`config.mk`:
```
export PLATFORM = sky130hd
export DESIGN_NAME = logic_pod_rle_encoder_flat
export DESIGN_NICKNAME = d
export VERILOG_FILES = /design/src/rtl/logic_pod_rle_encoder_pkg.sv /design/src/rtl/logic_pod_rle_encoder_if.sv /design/src/rtl/logic_pod_rle_encoder_queue.sv /design/src/rtl/logic_pod_rle_encoder.sv /design/src/flat_wrapper.sv
export SDC_FILE = /design/constraint.sdc
export NUM_CORES = 1
export LEC_CHECK = 0
export CORE_MARGIN = 4
export CORE_UTILIZATION = 51
export CTS_BUF_LIST = sky130_fd_sc_hd__clkbuf_4
export CTS_CLUSTER_DIAMETER = 50
export DETAILED_ROUTE_END_ITERATION = 10
export PLACE_DENSITY = 0.75
export SETUP_SLACK_MARGIN = 0.5
export SYNTH_ARGS = -nofsm -noshare
export SYNTH_HDL_FRONTEND = slang
export SYNTH_HIERARCHICAL = 1
export SYNTH_SLANG_ARGS = --single-unit
```
`constraint.sdc`:
```
create_clock -name clk_312p5mhz -period 2.3 [get_ports clk_312p5mhz]
set_input_delay 0.46 -clock clk_312p5mhz [delete_from_list [all_inputs] [get_ports clk_312p5mhz]]
set_output_delay 0.46 -clock clk_312p5mhz [all_outputs]
set_load 0.01 [all_outputs]
```
`src/rtl/logic_pod_rle_encoder_pkg.sv`:
```
// Shared types for the logic pod run-length encoder.
// Optional timestamp field is compiled in with LOGIC_POD_RLE_TIMESTAMP_EN.
package logic_pod_pkg;

    localparam int unsigned SAMPLE_WIDTH    = 16;
    localparam int unsigned RLE_COUNT_WIDTH = 16;
    localparam logic [RLE_COUNT_WIDTH-1:0] RLE_COUNT_MAX = '1;
`ifdef LOGIC_POD_RLE_TIMESTAMP_EN
    localparam int unsigned RLE_TS_WIDTH    = 32;
`endif

    typedef logic [SAMPLE_WIDTH-1:0] sample_word_t;

    typedef struct packed {
        sample_word_t               word;
        logic [RLE_COUNT_WIDTH-1:0] count;
`ifdef LOGIC_POD_RLE_TIMESTAMP_EN
        logic [RLE_TS_WIDTH-1:0]    ts;
`endif
    } rle_record_t;

    typedef enum logic [1:0] {
        IDLE  = 2'd0,
        RUN   = 2'd1,
        FLUSH = 2'd2
    } rle_state_t;

endpackage

```
`src/rtl/logic_pod_rle_encoder_if.sv`:
```
// Record stream between the RLE encoder and the capture buffer writer.
// rec_ts exists only with LOGIC_POD_RLE_TIMESTAMP_EN.
interface logic_pod_rle_encoder_if
    import logic_pod_pkg::*;
#(
    parameter int unsigned COUNT_WIDTH = 16
`ifdef LOGIC_POD_RLE_TIMESTAMP_EN
    , parameter int unsigned TS_WIDTH  = 32
`endif
) ();

    logic                   rec_valid;
    logic                   rec_ready;
    sample_word_t           rec_word;
    logic [COUNT_WIDTH-1:0] rec_count;
`ifdef LOGIC_POD_RLE_TIMESTAMP_EN
    logic [TS_WIDTH-1:0]    rec_ts;

    modport master (output rec_valid, rec_word, rec_count, rec_ts, input rec_ready);
    modport slave  (input rec_valid, rec_word, rec_count, rec_ts, output rec_ready);
`else
    modport master (output rec_valid, rec_word, rec_count, input rec_ready);
    modport slave  (input rec_valid, rec_word, rec_count, output rec_ready);
`endif

endinterface

```
`src/rtl/logic_pod_rle_encoder_queue.sv`:
```
// Two-entry valid/ready FIFO; a push into a full queue with no pop is dropped
// and reported on drop_o.
module logic_pod_rle_queue #(
    parameter int unsigned WIDTH = 32
) (
    input  logic             clk_i,
    input  logic             rst_ni,
    input  logic             push_i,
    input  logic [WIDTH-1:0] push_data_i,
    output logic             drop_o,
    output logic             valid_o,
    input  logic             ready_i,
    output logic [WIDTH-1:0] data_o
);

    logic [WIDTH-1:0] mem_q [2];
    logic             rd_ptr_q, rd_ptr_d;
    logic             wr_ptr_q, wr_ptr_d;
    logic [1:0]       fill_q, fill_d;
    logic             full;
    logic             pop;
    logic             accept;

    assign full    = (fill_q == 2'd2);
    assign valid_o = (fill_q != 2'd0);
    assign data_o  = mem_q[rd_ptr_q];
    assign pop     = valid_o && ready_i;
    // A pop in the same cycle frees the slot the push lands in.
    assign accept  = push_i && (!full || pop);
    assign drop_o  = push_i && full && !pop;

    always_comb begin
        rd_ptr_d = rd_ptr_q ^ pop;
        wr_ptr_d = wr_ptr_q ^ accept;
        fill_d   = fill_q;
        case ({accept, pop})
            2'b10:   fill_d = fill_q + 2'd1;
            2'b01:   fill_d = fill_q - 2'd1;
            default: fill_d = fill_q;
        endcase
    end

    always_ff @(posedge clk_i or negedge rst_ni) begin
        if (!rst_ni) begin
            for (int unsigned i = 0; i < 2; i++) begin
                mem_q[i] <= '0;
            end
            rd_ptr_q <= 1'b0;
            wr_ptr_q <= 1'b0;
            fill_q   <= '0;
        end else begin
            if (accept) begin
                mem_q[wr_ptr_q] <= push_data_i;
            end
            rd_ptr_q <= rd_ptr_d;
            wr_ptr_q <= wr_ptr_d;
            fill_q   <= fill_d;
        end
    end

endmodule

```
`src/rtl/logic_pod_rle_encoder.sv`:
```
// Run-length encoder for the logic pod sample stream, feeding a 2-entry record queue.
// Define LOGIC_POD_RLE_TIMESTAMP_EN to attach a first-sample timestamp to each record.
module logic_pod_rle_encoder
    import logic_pod_pkg::*;
#(
    parameter int unsigned COUNT_WIDTH = $bits(RLE_COUNT_MAX)
`ifdef LOGIC_POD_RLE_TIMESTAMP_EN
    , parameter int unsigned TS_WIDTH  = 32
`endif
) (
    input  logic                    clk_312p5mhz,
    input  logic                    rst_n,
    input  logic                    en,
    input  logic [7:0]              p_in,
    input  logic [7:0]              n_in,
    logic_pod_rle_encoder_if.master rec,
    output logic                    overflow,
    output logic                    busy
);

    localparam logic [COUNT_WIDTH-1:0] CNT_MAX = '1;

    typedef struct packed {
        sample_word_t           word;
        logic [COUNT_WIDTH-1:0] count;
`ifdef LOGIC_POD_RLE_TIMESTAMP_EN
        logic [TS_WIDTH-1:0]    ts;
`endif
    } rec_t;

    rle_state_t             state_q, state_d;
    sample_word_t           cur_word_q;
    logic                   en_q;
    sample_word_t           prev_q, prev_d;
    logic [COUNT_WIDTH-1:0] run_cnt_q, run_cnt_d;
    logic                   overflow_q, overflow_d;
    logic                   push;
    logic                   run_start;
    logic                   drop;
    logic                   q_valid;
    rec_t                   push_rec;
    rec_t                   q_head;

`ifdef LOGIC_POD_RLE_TIMESTAMP_EN
    logic [TS_WIDTH-1:0]    ts_q;
    logic [TS_WIDTH-1:0]    run_ts_q;

    always_ff @(posedge clk_312p5mhz or negedge rst_n) begin
        if (!rst_n) begin
            ts_q     <= '0;
            run_ts_q <= '0;
        end else begin
            ts_q <= ts_q + 1'b1;
            if (run_start) begin
                run_ts_q <= ts_q;
            end
        end
    end

    assign push_rec = '{word: prev_q, count: run_cnt_q, ts: run_ts_q};
    assign rec.rec_ts = q_head.ts;
`else
    assign push_rec = '{word: prev_q, count: run_cnt_q};
`endif

    // en is registered with the sample so the FSM sees them aligned.
    always_ff @(posedge clk_312p5mhz or negedge rst_n) begin
        if (!rst_n) begin
            cur_word_q <= '0;
            en_q       <= 1'b0;
            state_q    <= IDLE;
            prev_q     <= '0;
            run_cnt_q  <= '0;
            overflow_q <= 1'b0;
        end else begin
            cur_word_q <= {n_in, p_in};
            en_q       <= en;
            state_q    <= state_d;
            prev_q     <= prev_d;
            run_cnt_q  <= run_cnt_d;
            overflow_q <= overflow_d;
        end
    end

    always_comb begin
        state_d   = state_q;
        prev_d    = prev_q;
        run_cnt_d = run_cnt_q;
        push      = 1'b0;
        run_start = 1'b0;
        case (state_q)
            IDLE: begin
                if (en_q) begin
                    run_start = 1'b1;
                    state_d   = RUN;
                end
            end
            RUN: begin
                if (!en_q) begin
                    state_d = FLUSH;
                end else if (cur_word_q != prev_q || run_cnt_q == CNT_MAX) begin
                    // A saturated run closes and reopens on the same word.
                    push      = 1'b1;
                    run_start = 1'b1;
                end else begin
                    run_cnt_d = run_cnt_q + 1'b1;
                end
            end
            FLUSH: begin
                push    = 1'b1;
                state_d = IDLE;
            end
            default: state_d = IDLE;
        endcase
        if (run_start) begin
            prev_d    = cur_word_q;
            run_cnt_d = COUNT_WIDTH'(1);
        end
    end

    always_comb begin
        overflow_d = overflow_q;
        if (state_q == IDLE && en_q) begin
            overflow_d = 1'b0;
        end else if (drop) begin
            overflow_d = 1'b1;
        end
    end

    logic_pod_rle_queue #(
        .WIDTH($bits(rec_t))
    ) u_queue (
        .clk_i       (clk_312p5mhz),
        .rst_ni      (rst_n),
        .push_i      (push),
        .push_data_i (push_rec),
        .drop_o      (drop),
        .valid_o     (q_valid),
        .ready_i     (rec.rec_ready),
        .data_o      (q_head)
    );

    assign rec.rec_valid = q_valid;
    assign rec.rec_word  = q_head.word;
    assign rec.rec_count = q_head.count;
    assign overflow      = overflow_q;
    assign busy          = (state_q != IDLE) || q_valid;

endmodule

```
`src/flat_wrapper.sv`:
```
// flat-port wrapper written by rule: the top's interface ports become plain ports
module logic_pod_rle_encoder_flat import logic_pod_pkg::*;
#(
    parameter int unsigned COUNT_WIDTH = $bits(RLE_COUNT_MAX)

)
  (clk_312p5mhz, rst_n, en, p_in, n_in, overflow, busy, rec_rec_valid, rec_rec_word, rec_rec_count, rec_rec_ready);
  logic_pod_rle_encoder_if #(.COUNT_WIDTH(COUNT_WIDTH)) rec_i ();
  input  logic clk_312p5mhz;
  input  logic rst_n;
  input  logic en;
  input  logic [7:0] p_in;
  input  logic [7:0] n_in;
  output logic overflow;
  output logic busy;
  output wire logic [$bits(rec_i.rec_valid)-1:0] rec_rec_valid;
  output wire logic [$bits(rec_i.rec_word)-1:0] rec_rec_word;
  output wire logic [$bits(rec_i.rec_count)-1:0] rec_rec_count;
  input wire logic [$bits(rec_i.rec_ready)-1:0] rec_rec_ready;
  assign rec_rec_valid = rec_i.rec_valid;
  assign rec_rec_word = rec_i.rec_word;
  assign rec_rec_count = rec_i.rec_count;
  assign rec_i.rec_ready = rec_rec_ready;
  logic_pod_rle_encoder #(.COUNT_WIDTH(COUNT_WIDTH)) u_core (.clk_312p5mhz(clk_312p5mhz), .rst_n(rst_n), .en(en), .p_in(p_in), .n_in(n_in), .rec(rec_i), .overflow(overflow), .busy(busy));
endmodule
```
==> run_results.csv, run 1 <==
group,metric,value,unit
status,status,"finished, violations left",
status,violations,"negative setup slack",
global_routing,grt_pass1_vias,4456,
sta,fin_crit_sh,107,%
route,via_per_inst,6.15,
synth,async_flop_share,100,%
layout,final_cell_mix,"dfrtp_1 (117), mux2_2 (53), buf_6 (52)",
layout,layout_commonest_cell,"dfrtp_1",
placement,gp_congestion,0.785,
die,dieArea,12500,sq um
sta,drv_slew,0,
sta,fin_ws,-0.160,ns
setup_path,r2r_setup_slack,-0.16,ns
flow_run,cap_violations,0,
route,m1WireLength,6.60,mm
setup_path,r2r_cells,10,
worst_hold_path,hp-class,"in2reg",
die,die_w,112,um
setup_path,regToRegStartpoint,"u_core/prev_q[7]$_DFFE_PN0N_",
power,power_leakage,3.61,nW
setup_path,critical_path_class,"reg2reg",
sta,fmax,406,MHz
synth,synth_xor_area_share,5.25,%
route,met3_length,1.30,mm
synth,syn_avg_cell_area,12.9,sq um
worst_hold_path,holdPathStages,1,
synth,synth.area.mux_share,20.3,%
sta,min_period,2.46,ns
sta,timing.hold.ws,0.369,ns
global_routing,grt_overflow,0,
setup_path,start_kind,"flip-flop",
placement,io_buffers,54,
power,vdd_drop_max,0.000782,V
clock_network,numCtsBuffers,17,
synth,synth_simple_gate_area_share,8.38,%
die,start_util,52.9,%
route,wl_met2,8.62,mm
layout,fillers,582,
route,post-route-drc-count,0,
sta,slew_headroom,55.9,%
sta,finClkSkew,0.0260,ns
global_routing,antenna_found_initial,1,
synth,synth_flop_cell,"dfrtp_1",
route,drtPass1Iterations,6,
route,wl_per_cell,24.5,um
setup_path,r2r_end,"u_core/u_queue/mem_q[29]$_DFFE_PN0P_",
sta,finalHoldViolCount,0,
route,antenna_left,0,
layout,drive_gt1_share,54.0,%
global_routing,grt_pass1_wl,24.2,mm
placement,hpwl,7.77,mm
synth,yosys.cell_types.count,37,
clock_network,clk_pin_slew_worst_paths,0.11,ns
global_routing,grt_start_max_net_pins,47,
layout,syn_to_final_growth,45.3,%
synth,synth_top_family_by_area,"multiplexers",
sta,setup_viol,64,
synth,synth-compound-area-share,5.79,%
die,core-area,10400,sq um
clock_network,clock_path_buffers,2,
setup_path,critPathCaptureType,"flip-flop",
synth,synth_cells,428,
placement,place_inst,629,
layout,fin_nets,596,
route,vias,4411,
die,pin_count,55,
route,top_layer,"met4",
sta,rsz0062_at_grt,"true",
setup_path,cp_max_fo,6,
power,power.density,1160,nW/um^2
clock_network,clock-sinks,120,
synth,yosysSeqAreaShare,54.5,%
global_routing,track_usage,24.8,%
worst_hold_path,min_to,"u_core/cur_word_q[1]$_DFF_PN0_",
die,fp.dieH,112,um
route,totalWireLength,17.6,mm
setup_path,cp.required,2.70,ns
setup_path,cp.arrival,2.86,ns
synth,synth_edf_count,0,
clock_network,cts-htree-levels,4,
layout,final_cells,717,
sta,tightest_slew,0.662,ns
synth,syn-num-nets,456,
layout,fin_util,76.9,%
power,p_total,9.28,mW
route,drt_iter0_drc,464,
synth,synth_area,5510,sq um
die,rows,37,
clock_network,cts_root_buf,"clkbuf_4",
synth,synthAdderAreaFrac,1.82,%
synth,ys_seq_elements,120,
sta,tns,-6.11,ns
clock_network,cts_tree,"yes",
synth,yosysWarnings,6,
worst_hold_path,hp-start,"p_in[1]",
clock_network,clkLatencyLatePin,0.52,ns
[cells by family (layout without fill, tap and decap cells)]
group	count (synthesis)	count (layout)
DFF	120	120
muxes	98	98
and+or+nand+nor	94	94
AOI/OAI and AO/OA	42	42
xor gates and xnor gates	33	33
buffers and inverters	33	185
adders and majority gates	8	8
other	0	1
[layer usage]
metal  up-vias  GRT usage [%]
met2       293           42.5
met5         -              0
met1      2214           31.3
met3        97           4.89
met4         0           8.97
li1       1807              -
[power breakdown]
group          internal, mW  switching, mW
clock network         0.625          0.851
logic                  2.71           2.03
registers              2.62          0.438
total                  5.95           3.32
[worst max-delay path: stages (launching register included)]
cell and delay [ns]:
dfrtp_1 0.46, xnor2_1 0.24, nand4_1 0.26, a211oi_4 0.29, a21oi_2 0.12, o31ai_4 0.08
inv_2 0.12, ha_4 0.20, buf_12 0.14, clkbuf_16 0.16, mux2_2 0.27
[sequential cells by signal (all words and copies together), names as in the netlist]
name	cells
u_core/overflow	1
u_core/cur_word_q	16
u_core/u_queue/mem_q	64
u_core/u_queue/rd_ptr_q	1
u_core/prev_q	16
u_core/u_queue/fill_q	2
u_core/u_queue/wr_ptr_q	1
u_core/run_cnt_q	16
u_core/en_q	1
u_core/state_q	2
[per-stage QoR]
step	setup slack [ns]	area [sq um]
floorplan	-0.0749	5570
global placement	0.113	6380
detailed placement	0.0333	6380
CTS	0.0876	7390
global route	-0.140	8010
finish	-0.160	8010
[final cells by class]
| type | instances | area [sq um] | share of cell area (%) |
|---|---|---|---|
| diodes | 1 | 2.50 | 0.0313 |
| clock buffers | 17 | 128 | 1.59 |
| clock inverters | 14 | 135 | 1.69 |
| inverters | 7 | 26.3 | 0.328 |
| multi-input cells | 275 | 2790 | 34.8 |
| flip-flops and latches | 120 | 3010 | 37.5 |
| well taps | 136 | 170 | 2.12 |
| repair buffers | 147 | 1750 | 21.9 |
[repair_timing]
item | CTS | global route
hold endpoints to repair | 42 | 0
hold buffers | 1 | 0
pin swaps | 18 | 47
setup endpoints to repair | 133 | 135
cloned | 10 | 5
buffers inserted | 27 | 13
gates resized for setup | 234 | 104
[cell usage after synthesis, types with 3 or more instances]
cell type / count / area (sq um)
dfrtp_1: 120 / 3000
mux2_2: 93 / 1050
nand2_1: 26 / 97.6
nand3_1: 23 / 115
xnor2_1: 20 / 175
nor2_1: 19 / 71.3
a22oi_1: 16 / 120
o211ai_1: 16 / 120
xor2_1: 13 / 114
buf_6: 11 / 124
ha_1: 8 / 100
inv_1: 7 / 26.3
nand4_1: 7 / 43.8
buf_2: 6 / 30.0
clkbuf_1: 5 / 18.8
and3_1: 4 / 25.0
mux2_4: 4 / 60.1
a21oi_1: 3 / 15.0
and2_1: 3 / 18.8
nor3_1: 3 / 15.0
o21ai_0: 3 / 15.0
[worst max-delay path by stage]
stage / start / end / slack [ns] / cells past startpoint
4_1_cts: u_core/u_queue/rd_ptr_q$_DFF_PN0_ / rec_rec_count[1] / 0.09 / 5
2_1_floorplan: u_core/run_cnt_q[5]$_DFFE_PN0P_ / u_core/u_queue/mem_q[5]$_DFFE_PN0P_ / -0.07 / 12
3_3_place_gp: u_core/run_cnt_q[14]$_DFFE_PN0P_ / u_core/u_queue/mem_q[20]$_DFFE_PN0P_ / 0.11 / 9
6_report: u_core/prev_q[7]$_DFFE_PN0N_ / u_core/u_queue/mem_q[29]$_DFFE_PN0P_ / -0.16 / 10
5_1_grt: u_core/prev_q[7]$_DFFE_PN0N_ / u_core/u_queue/mem_q[17]$_DFFE_PN0P_ / -0.14 / 10
3_5_place_dp: u_core/run_cnt_q[14]$_DFFE_PN0P_ / u_core/u_queue/mem_q[23]$_DFFE_PN0P_ / 0.03 / 9
(Power assumes the default switching activity.)
==> inputs of run 2 (changes only) <==
--- a/config.mk
+++ b/config.mk
@@ -10,6 +10,7 @@
 export CTS_BUF_LIST = sky130_fd_sc_hd__clkbuf_4
 export CTS_CLUSTER_DIAMETER = 50
 export DETAILED_ROUTE_END_ITERATION = 10
+export HOLD_SLACK_MARGIN = 0.05
 export PLACE_DENSITY = 0.75
 export SETUP_SLACK_MARGIN = 0.5
 export SYNTH_ARGS = -nofsm -noshare
==> results of run 2 <==
The final DEF is identical to that of run 1; final timing and power are the same.
==> inputs of run 3 (changes only) <==
--- a/config.mk
+++ b/config.mk
@@ -10,6 +10,7 @@
 export CTS_BUF_LIST = sky130_fd_sc_hd__clkbuf_4
 export CTS_CLUSTER_DIAMETER = 50
 export DETAILED_ROUTE_END_ITERATION = 10
+export GPL_TIMING_DRIVEN = 0
 export HOLD_SLACK_MARGIN = 0.05
 export PLACE_DENSITY = 0.75
 export SETUP_SLACK_MARGIN = 0.5
==> run 3 against run 2 <==
Compared with the run above: die area did not move; setup slack got worse by 0.091 ns; sequential cell count did not move; critical endpoint is now u_core/u_queue/mem_q[54]$_DFFE_PN0P_; register-to-register slack got worse by 0.09 ns; the flow still finishes with violations (negative setup slack); cell count rose by 2.2%; wire length fell by 11%; critical path depth rose by 2; cell area fell by 0.80%; count of clock-buffer cells in the layout did not move.
==> run_results.csv, run 3 (synthesized netlist as in run 1, its figures left out) <==
group,metric,value,unit
status,status,"finished, violations left",
status,violations,"negative setup slack",
setup_path,critical_path.cell_chain,"xnor2_1 > nand4_1 > a211oi_4 > buf_6 > a21oi_4 > o31ai_4 > inv_2 > ha_4 > buf_8 > buf_12 > clkbuf_16 > mux2_2",
setup_path,critical_path_class,"reg2reg",
route,totalWireLength,15.6,mm
placement,place_inst,619,
setup_path,timing.critical_path.buf_inv,5,
power,power_leakage,3.65,nW
clock_network,clock-sinks,120,
sta,rsz0062_at_grt,"true",
route,via_per_inst,5.87,
layout,final_cells,733,
die,rows,37,
power,switching_share,33.8,%
layout,fillers,598,
layout,drive_gt1_share,52.3,%
layout,fin_nets,613,
sta,fin_crit_sh,111,%
route,drtPass1Iterations,5,
setup_path,start_kind,"flip-flop",
die,start_util,52.9,%
route,drt_iter0_drc,293,
die,dieArea,12500,sq um
setup_path,cp.required,2.72,ns
clock_network,cts_tree,"yes",
layout,largest_reg_flops,64,
global_routing,grt_pass1_vias,4177,
sta,fmax,392,MHz
sta,slew_headroom,67.3,%
setup_path,r2r_setup_slack,-0.25,ns
route,antenna_left,0,
setup_path,cp.arrival,2.97,ns
worst_hold_path,hp-class,"in2reg",
layout,syn_to_final_growth,44.2,%
layout,antenna_cells,0,
clock_network,cts_root_buf,"clkbuf_4",
sta,finalHoldViolCount,0,
power,seqPwrFrac,33.8,%
setup_path,cp_max_fo,5,
power,p_total,9.05,mW
power,p_sw,3.06,mW
layout,seq_area,3020,sq um
global_routing,grt_start_max_net_pins,87,
global_routing,antenna_found_initial,0,
sta,drv_slew,0,
placement,io_buffers,54,
clock_network,clkLatencyLatePin,0.53,ns
power,vdd_drop_max,0.000801,V
die,core-area,10400,sq um
power,power_frac_clock,15.3,%
layout,layout_commonest_cell,"dfrtp_1",
route,vias,4300,
setup_path,critPathMaxStageDelay,0.46,ns
die,die_w,112,um
clock_network,numCtsBuffers,17,
layout,multiInputGateArea,2580,sq um
power,power.density,1140,nW/um^2
placement,hpwl,7.82,mm
clock_network,cts-htree-levels,4,
sta,min_period,2.55,ns
sta,fin_ws,-0.251,ns
layout,final_cell_mix,"dfrtp_1 (107), buf_6 (64), mux2_2 (64)",
die,pin_count,55,
flow_run,cap_violations,0,
placement,gp_congestion,0.824,
clock_network,clk_pin_slew_worst_paths,0.10,ns
sta,finClkSkew,0.0143,ns
route,post-route-drc-count,0,
sta,setup_viol,73,
sta,tightest_slew,0.490,ns
global_routing,grt_pass1_wl,21.8,mm
setup_path,cp_slowest_cell,"dfrtp_2",
layout,regMostFlops,"u_core/u_queue/mem_q",
route,wl_per_cell,21.3,um
power,internal-power,5.99,mW
global_routing,track_usage,22.1,%
clock_network,clock_path_buffers,2,
setup_path,cp_top_family,"buffers and inverters",
power,power_frac_comb,50.9,%
setup_path,critPathCaptureType,"flip-flop",
global_routing,grt_overflow,0,
die,fp.dieH,112,um
-- run 3: changes by cell type in the layout (fill, tap and decap cells not counted), sizes merged --
cell	change
clkinv	+1
bufbuf	+1
diode	-1
clkinvlp	-1
clkbuf	+3
buf	+13
-- run 3: worst paths after layout --
| check | cells after the start | endpoint | start |
|---|---|---|---|
| max reg2reg | 12 | u_core/u_queue/mem_q[54]$_DFFE_PN0P_ | u_core/prev_q[15]$_DFFE_PN0N_ |
| min | 1 | u_core/cur_word_q[13]$_DFF_PN0_ | n_in[5] |
| min in group asynchronous | 2 | u_core/u_queue/mem_q[43]$_DFFE_PN0P_ | rst_n |
| max in group asynchronous | 3 | u_core/prev_q[14]$_DFFE_PN0N_ | rst_n |
| max | 12 | u_core/u_queue/mem_q[54]$_DFFE_PN0P_ | u_core/prev_q[15]$_DFFE_PN0N_ |
| min reg2reg | 1 | u_core/u_queue/mem_q[15]$_DFFE_PN0P_ | u_core/u_queue/mem_q[15]$_DFFE_PN0P_ |
-- run 3: power groups by stage --
stage | combinational (mW) | sequential, mW | clock (mW)
after global placement | 2.71 | 3.02 | 0
after detailed placement | 2.77 | 3.07 | 0
after CTS | 3.87 | 3.00 | 1.37
after floorplan | 1.87 | 2.93 | 0
final | 4.61 | 3.06 | 1.39
after global routing | 4.83 | 3.11 | 1.51
-- run 3: per-layer routing --
layer / up-vias / routed length (um) / global-route usage, %
met5: - / 0 / 0
met4: 0 / 666 / 7.21
met3: 70 / 896 / 5.76
met2: 219 / 8050 / 37.9
met1: 2179 / 6010 / 27.2
li1: 1832 / - / -
-- run 3: area by class of cell --
| cell class | count | area share, % |
|---|---|---|
| flip-flops and latches | 120 | 38.0 |
| multi-input cells | 275 | 32.4 |
| repair buffers | 138 | 19.3 |
| plain buffers | 26 | 4.76 |
| well taps | 136 | 2.14 |
| clock buffers | 17 | 1.61 |
| clock inverters | 14 | 1.45 |
| inverters | 7 | 0.331 |
-- run 3: worst reg2reg max path, delay by kind of cell, from the launching register on --
family / cells / cell delay (ns)
buffers and inverters: 5 / 0.66
DFF: 1 / 0.46
AOI/OAI and AO/OA: 3 / 0.43
muxes: 1 / 0.27
xor gates and xnor gates: 1 / 0.25
and+or+nand+nor: 1 / 0.19
adders and majority gates: 1 / 0.17
-- run 3: metrics by stage --
stage	hold slack (ns)	TNS [ns]	utilization, %	cell area, sq um	setup slack [ns]
finish	0.363	-12.43	76.3	7940	-0.251
CTS	0.361	-6.53	70.8	7380	-0.167
detailed placement	0.374	-21.99	60.5	6310	-0.370
floorplan	0.164	-2.57	-	5570	-0.0749
global route	0.320	-16.43	76.3	7940	-0.309
global placement	0.483	-467.09	60.3	6280	-3.74
-- run 3: what timing repair did --
action                                  in CTS  in global routing
setup buffers                               47                 26
hold endpoints to repair                    34                  0
endpoints found under the setup margin     135                134
resized for setup                          248                 75
pin swaps                                   10                 10
hold buffers                                 1                  0
gates cloned                                 5                  4
